==> config.mk <==
export PLATFORM = sky130hd
export DESIGN_NAME = bram_port_ctrl_flat
export DESIGN_NICKNAME = d
export VERILOG_FILES = /design/src/rtl/bram_port_ctrl_if.sv /design/src/rtl/bram_port_ctrl.sv /design/src/flat_wrapper.sv
export SDC_FILE = /design/constraint.sdc
export NUM_CORES = 1
export LEC_CHECK = 0
export BUFFER_PORTS_ARGS = -buffer_cell sky130_fd_sc_hd__buf_2
export CORE_MARGIN = 2
export CORE_UTILIZATION = 45
export CTS_CLUSTER_SIZE = 25
export DETAILED_ROUTE_END_ITERATION = 10
export MAX_ROUTING_LAYER = met4
export PLACE_DENSITY_LB_ADDON = 0.08
export SLEW_MARGIN = 25
export SYNTH_ARGS = -nofsm -noshare
export SYNTH_HDL_FRONTEND = slang
export SYNTH_SLANG_ARGS = --single-unit
==> constraint.sdc <==
create_clock -name clk -period 2.6 [get_ports clk]
set_input_delay 0.39 -clock clk [delete_from_list [all_inputs] [get_ports clk]]
set_output_delay 0.39 -clock clk [all_outputs]
set_load 0.01 [all_outputs]
==> src/rtl/bram_port_ctrl_if.sv <==
// Client-side request/response bus for bram_port_ctrl.
// The master modport is the client issuing requests and taking responses;
// the slave modport is the controller.
interface bram_port_ctrl_if #(
    parameter int DATA_WIDTH = 32,
    parameter int DEPTH      = 512
);
    localparam int ADDR_W = $clog2(DEPTH);

    logic                  req_valid;
    logic                  req_ready;
    logic                  req_we;
    logic [ADDR_W-1:0]     req_addr;
    logic [DATA_WIDTH-1:0] req_wdata;

    logic                  rsp_valid;
    logic                  rsp_ready;
    logic [DATA_WIDTH-1:0] rsp_data;

    modport master (
        output req_valid, req_we, req_addr, req_wdata, rsp_ready,
        input  req_ready, rsp_valid, rsp_data
    );

    modport slave (
        input  req_valid, req_we, req_addr, req_wdata, rsp_ready,
        output req_ready, rsp_valid, rsp_data
    );
endinterface

==> src/rtl/bram_port_ctrl.sv <==
// Single-port BRAM controller: zeroes the whole RAM after reset, then serves
// client reads/writes with a credit-limited 2-entry response FIFO so that
// read data is never lost while the response channel is stalled.
module bram_port_ctrl #(
    parameter  int DATA_WIDTH = 32,
    parameter  int DEPTH      = 512,
    localparam int ADDR_W     = $clog2(DEPTH)
) (
    input  logic                  clk,
    input  logic                  rst_n,
    bram_port_ctrl_if.slave       bus,
    output logic                  init_done,
    output logic                  ram_en,
    output logic                  ram_we,
    output logic [ADDR_W-1:0]     ram_addr,
    output logic [DATA_WIDTH-1:0] ram_data_in,
    input  logic [DATA_WIDTH-1:0] ram_data_out
);

    typedef enum logic [1:0] {
        S_IDLE,
        S_INIT,
        S_RUN
    } state_t;

    localparam logic [ADDR_W-1:0] LAST_ADDR = ADDR_W'(DEPTH - 1);

    state_t                r_state;
    state_t                w_nextState;
    logic [ADDR_W-1:0]     r_sweep;

    logic [DATA_WIDTH-1:0] r_fifo [2];
    logic                  r_wrPtr;
    logic                  r_rdPtr;
    logic [1:0]            r_count;
    logic                  r_inFlight;

    logic [1:0]            w_credits;
    logic                  w_reqReady;
    logic                  w_accept;
    logic                  w_readAccept;
    logic                  w_fifoEmpty;
    logic                  w_rspValid;
    logic                  w_pop;
    logic                  w_fifoPop;
    logic                  w_fifoPush;

    // Credits count every read that is accepted but not yet consumed; ready
    // depends only on flops so there is no path from rsp_ready or req_valid.
    assign w_credits    = r_count + {1'b0, r_inFlight};
    assign w_reqReady   = (r_state == S_RUN) && (w_credits < 2'd2);
    assign w_accept     = bus.req_valid && w_reqReady;
    assign w_readAccept = w_accept && !bus.req_we;

    // The arriving read word bypasses the FIFO only when the FIFO is empty;
    // it is parked in the FIFO unless it is consumed in that same cycle.
    assign w_fifoEmpty  = (r_count == 2'd0);
    assign w_rspValid   = !w_fifoEmpty || r_inFlight;
    assign w_pop        = w_rspValid && bus.rsp_ready;
    assign w_fifoPop    = w_pop && !w_fifoEmpty;
    assign w_fifoPush   = r_inFlight && !(w_fifoEmpty && bus.rsp_ready);

    assign bus.req_ready = w_reqReady;
    assign bus.rsp_valid = w_rspValid;
    assign bus.rsp_data  = !w_fifoEmpty ? r_fifo[r_rdPtr] :
                           (r_inFlight  ? ram_data_out : '0);
    assign init_done     = (r_state == S_RUN);

    // State register and sweep counter that walks every address once.
    always_ff @(posedge clk or negedge rst_n) begin
        if (!rst_n) begin
            r_state <= S_IDLE;
            r_sweep <= '0;
        end else begin
            r_state <= w_nextState;
            if (r_state == S_INIT) begin
                r_sweep <= (r_sweep == LAST_ADDR) ? '0 : r_sweep + 1'b1;
            end
        end
    end

    // Next-state decode and RAM port drive: zero-fill sweep or client pass-through.
    always_comb begin
        w_nextState = r_state;
        ram_en      = 1'b0;
        ram_we      = 1'b0;
        ram_addr    = '0;
        ram_data_in = '0;
        case (r_state)
            S_IDLE: begin
                w_nextState = S_INIT;
            end
            S_INIT: begin
                ram_en   = 1'b1;
                ram_we   = 1'b1;
                ram_addr = r_sweep;
                if (r_sweep == LAST_ADDR) begin
                    w_nextState = S_RUN;
                end
            end
            S_RUN: begin
                if (w_accept) begin
                    ram_en      = 1'b1;
                    ram_we      = bus.req_we;
                    ram_addr    = bus.req_addr;
                    ram_data_in = bus.req_wdata;
                end
            end
            default: begin
                w_nextState = S_IDLE;
            end
        endcase
    end

    // Response FIFO storage, pointers, occupancy and the read-in-flight flag.
    always_ff @(posedge clk or negedge rst_n) begin
        if (!rst_n) begin
            for (int i = 0; i < 2; i++) begin
                r_fifo[i] <= '0;
            end
            r_wrPtr    <= 1'b0;
            r_rdPtr    <= 1'b0;
            r_count    <= 2'd0;
            r_inFlight <= 1'b0;
        end else begin
            r_inFlight <= w_readAccept;
            if (w_fifoPush) begin
                r_fifo[r_wrPtr] <= ram_data_out;
                r_wrPtr         <= ~r_wrPtr;
            end
            if (w_fifoPop) begin
                r_rdPtr <= ~r_rdPtr;
            end
            case ({w_fifoPush, w_fifoPop})
                2'b10:   r_count <= r_count + 2'd1;
                2'b01:   r_count <= r_count - 2'd1;
                default: r_count <= r_count;
            endcase
        end
    end

endmodule

==> src/flat_wrapper.sv <==
// flat-port wrapper written by rule: the top's interface ports become plain ports
module bram_port_ctrl_flat 
#(
    parameter  int DATA_WIDTH = 32,
    parameter  int DEPTH      = 512,
    localparam int ADDR_W     = $clog2(DEPTH)
)
  (clk, rst_n, init_done, ram_en, ram_we, ram_addr, ram_data_in, ram_data_out, bus_req_valid, bus_req_we, bus_req_addr, bus_req_wdata, bus_rsp_ready, bus_req_ready, bus_rsp_valid, bus_rsp_data);
  bram_port_ctrl_if #(.DATA_WIDTH(DATA_WIDTH), .DEPTH(DEPTH)) bus_i ();
  input  logic clk;
  input  logic rst_n;
  output logic init_done;
  output logic ram_en;
  output logic ram_we;
  output logic [ADDR_W-1:0] ram_addr;
  output logic [DATA_WIDTH-1:0] ram_data_in;
  input  logic [DATA_WIDTH-1:0] ram_data_out;
  input wire logic [$bits(bus_i.req_valid)-1:0] bus_req_valid;
  input wire logic [$bits(bus_i.req_we)-1:0] bus_req_we;
  input wire logic [$bits(bus_i.req_addr)-1:0] bus_req_addr;
  input wire logic [$bits(bus_i.req_wdata)-1:0] bus_req_wdata;
  input wire logic [$bits(bus_i.rsp_ready)-1:0] bus_rsp_ready;
  output wire logic [$bits(bus_i.req_ready)-1:0] bus_req_ready;
  output wire logic [$bits(bus_i.rsp_valid)-1:0] bus_rsp_valid;
  output wire logic [$bits(bus_i.rsp_data)-1:0] bus_rsp_data;
  assign bus_i.req_valid = bus_req_valid;
  assign bus_i.req_we = bus_req_we;
  assign bus_i.req_addr = bus_req_addr;
  assign bus_i.req_wdata = bus_req_wdata;
  assign bus_i.rsp_ready = bus_rsp_ready;
  assign bus_req_ready = bus_i.req_ready;
  assign bus_rsp_valid = bus_i.rsp_valid;
  assign bus_rsp_data = bus_i.rsp_data;
  bram_port_ctrl #(.DATA_WIDTH(DATA_WIDTH), .DEPTH(DEPTH)) u_core (.clk(clk), .rst_n(rst_n), .bus(bus_i), .init_done(init_done), .ram_en(ram_en), .ram_we(ram_we), .ram_addr(ram_addr), .ram_data_in(ram_data_in), .ram_data_out(ram_data_out));
endmodule
==> metrics.yaml, run 1 <==
run_status:
  outcome: "finished, final reports clean"
global_routing:
  grt_pass1_wl_mm: 17.60
  grt_pass1_vias: 3538
  grt.overflow.total: 0
  antenna_found_initial: 0
  grt_util_all_layers_pct: 20.76
  grt_max_degree: 81
place:
  post-dp-hpwl_mm: 7.375
  place.port_buffers: 155
  place_inst: 647
  gp_congestion: 0.8173
min_path:
  hold_class: "in2async"
synth:
  synth_top_cell_by_area: "dfrtp_1"
  synth_area_leaders: "dfrtp_1 44%, mux2_4 20%, mux2i_1 7.2%, and2_1 4.5%, o21ai_0 4.1%"
  synth_top_family_by_area: "multiplexers"
  syn_area_um2: 4584
  async_flop_share_pct: 100.0
  synthesis.nets: 466
  synthSimpleGateAreaFrac_pct: 11.90
  syn_avg_cell_area_um2: 12.03
  synth_mux_area_share_pct: 28.58
  synth_edf_count: 0
  synth_cells: 381
  synth_compound_area_share_pct: 8.570
  ys_ff_latch: 80
  synth_seq_area_share_pct: 43.67
  synth.distinct_cells: 38
  synth_top_area_share_pct: 43.67
  yosys.cell_count.top_type: "dfrtp_1"
  synth_flop_cell: "dfrtp_1"
  ys_warn_count: 0
  synthAdderAreaFrac_pct: 1.910
  synth_commonest_cells: "80 x dfrtp_1, 60 x mux2_4, 38 x o21ai_0, 35 x nand3_1"
  synthXorXnorAreaFrac_pct: 0.9552
sta:
  final-hold-violation-count: 0
  tightest_slew_ns: 0.7411
  grt_setup_unrepaired: "false"
  fmax_mhz: 420.1
  setup_violations: 0
  final.setup.tns_ns: 0
  timing.hold.ws_ns: 0.08079
  fin_crit_ns: 2.381
  max_slew_margin_pct: 50.59
  finClkSkew_ns: 0.01429
  report.final.slew_viol_count: 0
  min_period_over_period_pct: 91.56
clock_network:
  cts_hold_buf: 0
  clock-sinks: 80
  clk-insertion-delay-late_ns: 0.36
  cts_htree_levels: 3
  clk_pin_slew_ns: 0.08
  cts.root.buffer_cell: "clkbuf_8"
  tritoncts: "yes"
  numCtsBuffers: 9
  clockBufferDepth: 2
worst_setup_path:
  cp_max_fo: 44
  r2r-end: "u_core.r_state[1]"
  critPathLaunchType: "flip-flop"
  timing_worst_setup_path_type: "reg2out"
  slowest_stage: "dfrtp_1"
  r2r_slack_ns: 0.58
  critical_path_required_ns: 2.21
  max_stage_delay_ns: 0.59
  regToRegStartpoint: "u_core.r_sweep[1]"
  worst_setup_path_end_kind: "output port"
  crit_chain: "and3_1 > o211a_4 > and2_1 > buf_2"
  arrival_ns: 1.99
  r2r_cells: 7
power_and_ir_drop:
  combPwrFrac_pct: 31.6
  seqPwrFrac_pct: 42.9
  finalPower_uw: 3364
  p_leak_uw: 0.002841
  ir_worst_vdd_v: 0.0004044
  p_sw_share_pct: 35.67
  switchingPower_uw: 1200
  power_density_nw_per_um2: 595.5
  clkPwrFrac_pct: 25.5
  p_int_uw: 2164
finish:
  drive_gt1_share_pct: 48.30
  nets: 610
  area_delta_synth_final_pct: 23.23
  antenna_cells: 0
  stdcell_count: 663
floorplan:
  rows: 36
  die_x_um: 104.9
  core_um2: 9819
  start_util_pct: 46.69
  die_y_um: 104.9
  ios: 156
  die_area_um2: 11010
routing:
  wl_mm: 10.97
  wl_per_cell_um: 16.54
  remaining_drc_errors: 0
  drt_iter0_markers: 106
  drtAntennaViolNets: 0
  dr.pass1.iters: 5
  vias_per_cell: 5.213
  vias: 3456
flow_run:
  max_cap_viol_count: 0
-- stage by stage --
| stage | instance area (um^2) | setup WS (ns) | utilization, % |
|---|---|---|---|
| 2_1_floorplan | 4584 | 0.8134 | - |
| 3_3_place_gp | 5464 | 0.5925 | 55.64 |
| 3_5_place_dp | 5464 | 0.5447 | 55.64 |
| 4_1_cts | 5644 | 0.1462 | 57.48 |
| 5_1_grt | 5649 | 0.03722 | 57.53 |
| 6_report | 5649 | 0.2194 | 57.53 |
-- placed cells by master, fill, tap and decap left out, types with 2 or more instances in the layout --
cell and n:
a31o_2 2, a31oi_1 2, a32o_1 9, and2_1 32, buf_12 4, buf_2 154, buf_4 4, clkbuf_8 9
clkinv_4 3, dfrtp_1 79, ha_1 7, inv_1 5, inv_6 2, mux2_2 7, mux2_4 60, mux2i_1 33
nand2_1 7, nand2b_1 2, nand3_1 35, nand4_1 3, nor2_1 3, nor2_4 2, nor2b_1 3, o21a_1 2
o21ai_0 38, o41ai_1 2, xnor2_1 3, xor2_1 2
-- layer usage --
| layer | global-route usage (%) | routed length, um | part of all wire [%] |
|---|---|---|---|
| met3 | 3.306 | 485 | 4.4 |
| met2 | 34.55 | 5449 | 50 |
| met1 | 25.70 | 4857 | 44 |
| met4 | 7.333 | 175 | 1.6 |
| met5 | - | 0 | 0 |
-- flip-flops by register name (all words and copies together), names as in the netlist --
register / count
u_core.r_count: 2
u_core.r_inFlight: 1
u_core.r_wrPtr: 1
u_core.r_rdPtr: 1
u_core.r_state: 2
u_core.r_fifo: 64
u_core.r_sweep: 9
-- power by group through the flow --
| stage | combinational, uW | clock (uW) | sequential [uW] |
|---|---|---|---|
| 3_5_place_dp | 1070 | 0 | 1460 |
| 4_1_cts | 1080 | 877 | 1440 |
| 5_1_grt | 1150 | 924 | 1450 |
| 6_report | 1060 | 858 | 1440 |
| 3_3_place_gp | 1060 | 0 | 1470 |
| 2_1_floorplan | 708 | 0 | 1400 |
-- cell type report --
| cell class | count | area (um^2) |
|---|---|---|
| multi-input cells | 266 | 2389 |
| fillers | 900 | 4170 |
| inverters | 5 | 18.77 |
| flip-flops and latches | 80 | 2003 |
| clock inverters | 7 | 56.30 |
| repair buffers | 163 | 892.1 |
| clock buffers | 9 | 123.9 |
| well taps | 133 | 166.4 |
-- logic make-up after synthesis --
group	Yosys count
multiplexers	100
adder cells (fa/ha/maj)	7
XOR/XNOR	5
AND/OR/NAND/NOR	94
buffers and inverters	35
flip-flops	80
AO/OA/AOI/OAI	60
-- timing repair --
action,in CTS,in global routing
setup endpoints to repair,0,2
resized for setup,0,1
setup buffers,0,0
-- critical path, delay by kind of cell (launching register included) --
| family | cells | cell delay [ns] |
|---|---|---|
| compound gates | 1 | 0.39 |
| buf+inv | 1 | 0.15 |
| simple gates | 2 | 0.50 |
| flops | 1 | 0.59 |
-- worst max-delay path by stage --
stage	to	depth (start not counted)	from	slack (ns)
after floorplan	ram_addr[0]	6	u_core.r_state[1]	0.81
after detailed placement	ram_addr[8]	5	u_core.r_state[0]	0.54
after global placement	u_core.r_state[1]	7	u_core.r_sweep[1]	0.59
after CTS	ram_addr[8]	5	u_core.r_state[0]	0.15
after global routing	ram_data_in[5]	4	u_core.r_inFlight	0.04
final	ram_data_in[5]	4	u_core.r_inFlight	0.22
(Power assumes the default switching activity.)
==> run 2, diff against run 1 <==
--- a/config.mk
+++ b/config.mk
@@ -6,8 +6,9 @@
 export NUM_CORES = 1
 export LEC_CHECK = 0
 export BUFFER_PORTS_ARGS = -buffer_cell sky130_fd_sc_hd__buf_2
+export CORE_ASPECT_RATIO = 1.25
 export CORE_MARGIN = 2
-export CORE_UTILIZATION = 45
+export CORE_UTILIZATION = 40
 export CTS_CLUSTER_SIZE = 25
 export DETAILED_ROUTE_END_ITERATION = 10
 export MAX_ROUTING_LAYER = met4
==> run 2 against run 1 <==
Compared with the run above: first-iteration DRC count up 27%; core utilization down 5.3 points; count of clock-buffer cells in the layout up 4; register-to-register slack better by 0.08 ns; routed wire length down 2.0%; clock power up 61%; cell area up 2.9%; sequential cell count unchanged; global-route usage down 2.3 points; die area up 12%; worst hold slack worse by 0.038 ns; critical endpoint is now ram_addr[2]; highest routed layer unchanged.
==> metrics.yaml, run 2 (same netlist as run 1, synthesis figures left out) <==
global_routing:
  grt.overflow.total: 0  # unchanged
  grt_pass1_vias: 3414  # -3.5%
  grt_max_degree: 45  # -44%
  grt_util_all_layers_pct: 18.49  # -2.3 points
  antenna_found_initial: 1  # +1
  grt_pass1_wl_mm: 17.43  # -0.94%
worst_setup_path:
  arrival_ns: 1.99  # about the same
  path_delay_family: "adder cells"
  crit_chain: "inv_1 > ha_1 > and2_1 > a32o_1 > buf_2"
  slowest_stage: "ha_1"
  timing_worst_setup_path_type: "reg2out"
  critPathLaunchType: "flip-flop"
  max_stage_delay_ns: 0.50  # -0.09 ns
  cp_max_fo: 12  # -73%
  regToRegStartpoint: "u_core.r_sweep[0]"
  critical_path_required_ns: 2.21  # about the same
  r2r-end: "u_core.r_state[1]"
  r2r_slack_ns: 0.66  # +0.08 ns
  worst_setup_path_end_kind: "output port"
  path_buf_inv: 2  # +1
  r2r_cells: 7  # unchanged
routing:
  drtAntennaViolNets: 0  # unchanged
  remaining_drc_errors: 0  # unchanged
  wl_mm: 10.75  # -2.0%
  vias: 3414  # -1.2%
  wl_per_cell_um: 16.04  # -3.0%
  vias_per_cell: 5.096  # -2.2%
  drt_iter0_markers: 135  # +27%
  dr.pass1.iters: 5  # unchanged
min_path:
  hold_class: "in2async"
finish:
  stdcell_count: 670  # +1.1%
  drive_gt1_share_pct: 48.13  # -0.17 points
  largest-register: "u_core.r_fifo"
  final.fill_count: 1030  # +14%
  finalCoreUtilization_pct: 52.19  # -5.3 points
  layout_common_cells: "154 x buf_2, 79 x dfrtp_1, 60 x mux2_4"
  final_common_cell: "buf_2"
  largest_reg_flops: 64  # unchanged
  nets: 614  # +0.66%
  area_delta_synth_final_pct: 26.77
  top_regs: "u_core.r_fifo: 64 flops, u_core.r_sweep: 9 flops"
sta:
  max_slew_margin_pct: 61.58  # +11 points
  min_period_over_period_pct: 91.56  # about the same
  report.final.slew_viol_count: 0  # unchanged
  setup_violations: 0  # unchanged
  grt_setup_unrepaired: "false"
  fin_crit_ns: 2.381  # -0.00004600 ns
  final-hold-violation-count: 0  # unchanged
  final.setup.tns_ns: 0  # unchanged
  fmax_mhz: 420.1  # about the same
  finClkSkew_ns: 0.007263  # -0.007023 ns
  tightest_slew_ns: 0.5763  # -0.1648 ns
floorplan:
  die_x_um: 99.76  # -4.9%
  die_y_um: 123.7  # +18%
  core_um2: 11140  # +13%
  rows: 43  # +19%
  ios: 156  # unchanged
  die_area_um2: 12340  # +12%
  start_util_pct: 41.16  # -5.5 points
place:
  gp_congestion: 0.7617  # -6.8%
  place.port_buffers: 155  # unchanged
  post-dp-hpwl_mm: 7.609  # +3.2%
  place_inst: 653  # +0.93%
clock_network:
  cts_hold_buf: 0  # unchanged
  clk-insertion-delay-late_ns: 0.33  # -0.03 ns
  cts_resized: 0  # unchanged
  clock-sinks: 80  # unchanged
  cts.root.buffer_cell: "clkbuf_16"
  clockBufferDepth: 2  # unchanged
  numCtsBuffers: 9  # unchanged
  cts_htree_levels: 3  # unchanged
  clk_pin_slew_ns: 0.06  # -0.02 ns
  tritoncts: "yes"
  cts_setup_buffers: 0  # unchanged
flow_run:
  max_cap_viol_count: 0  # unchanged
power_and_ir_drop:
  ir_worst_vdd_v: 0.0003934  # -2.7%
  power_density_nw_per_um2: 666.1  # +12%
  p_leak_uw: 0.002927  # +3.0%
run_status:
  outcome: "finished, final reports clean"
==> run 2: worst max-delay path by stage <==
stage | start | to | cells past startpoint
after floorplan | u_core.r_state[1] | ram_addr[0] | 6
after global placement | u_core.r_state[0] | ram_addr[0] | 5
after detailed placement | u_core.r_state[0] | ram_addr[2] | 5
after CTS | u_core.r_state[0] | ram_addr[2] | 5
after global routing | u_core.r_state[0] | ram_addr[0] | 5
final | u_core.r_state[0] | ram_addr[2] | 5
==> run 2: through the flow <==
stage,worst slack [ns],hold WS [ns],total power [uW],area [um^2]
after floorplan,0.8134,0.09441,2104,4584
after global placement,0.6466,0.4237,2516,5484
after detailed placement,0.5865,0.4320,2536,5484
after CTS,0.2229,0.07326,3926,5809
after global routing,0.1032,0.09256,4085,5812
final,0.2194,0.04290,3871,5812
==> run 2: where the power goes <==
group	leakage [uW]	switching, uW	internal (uW)	total (uW)
Combinational	0.00174	536	489	1020
Clock	0.000160	489	893	1380
Sequential	0.00103	143	1320	1460
==> run 2: layer usage <==
layer / GRT usage (%) / wire, um
met3: 2.806 / 523
met4: 6.935 / 145
met2: 30.74 / 5300
met1: 22.93 / 4781
met5: - / 0
==> run 2: final cells by class <==
class	instances	area (um^2)	area share (%)
clock inverters	3	65.06	1.119
well taps	135	168.9	2.906
inverters	5	18.77	0.3229
clock buffers	13	260.3	4.478
repair buffers	167	905.9	15.59
flip-flops and latches	80	2003	34.47
diodes	1	2.502	0.04306
multi-input cells	266	2387	41.08
==> run 2: worst reg2reg max path: stages, from the launching register on <==
cell and delay (ns):
dfrtp_1 0.46, ha_1 0.30, nand3_1 0.10, nor2_1 0.11, ha_1 0.26, nor2b_1 0.10
nor2_1 0.16, mux2_2 0.35
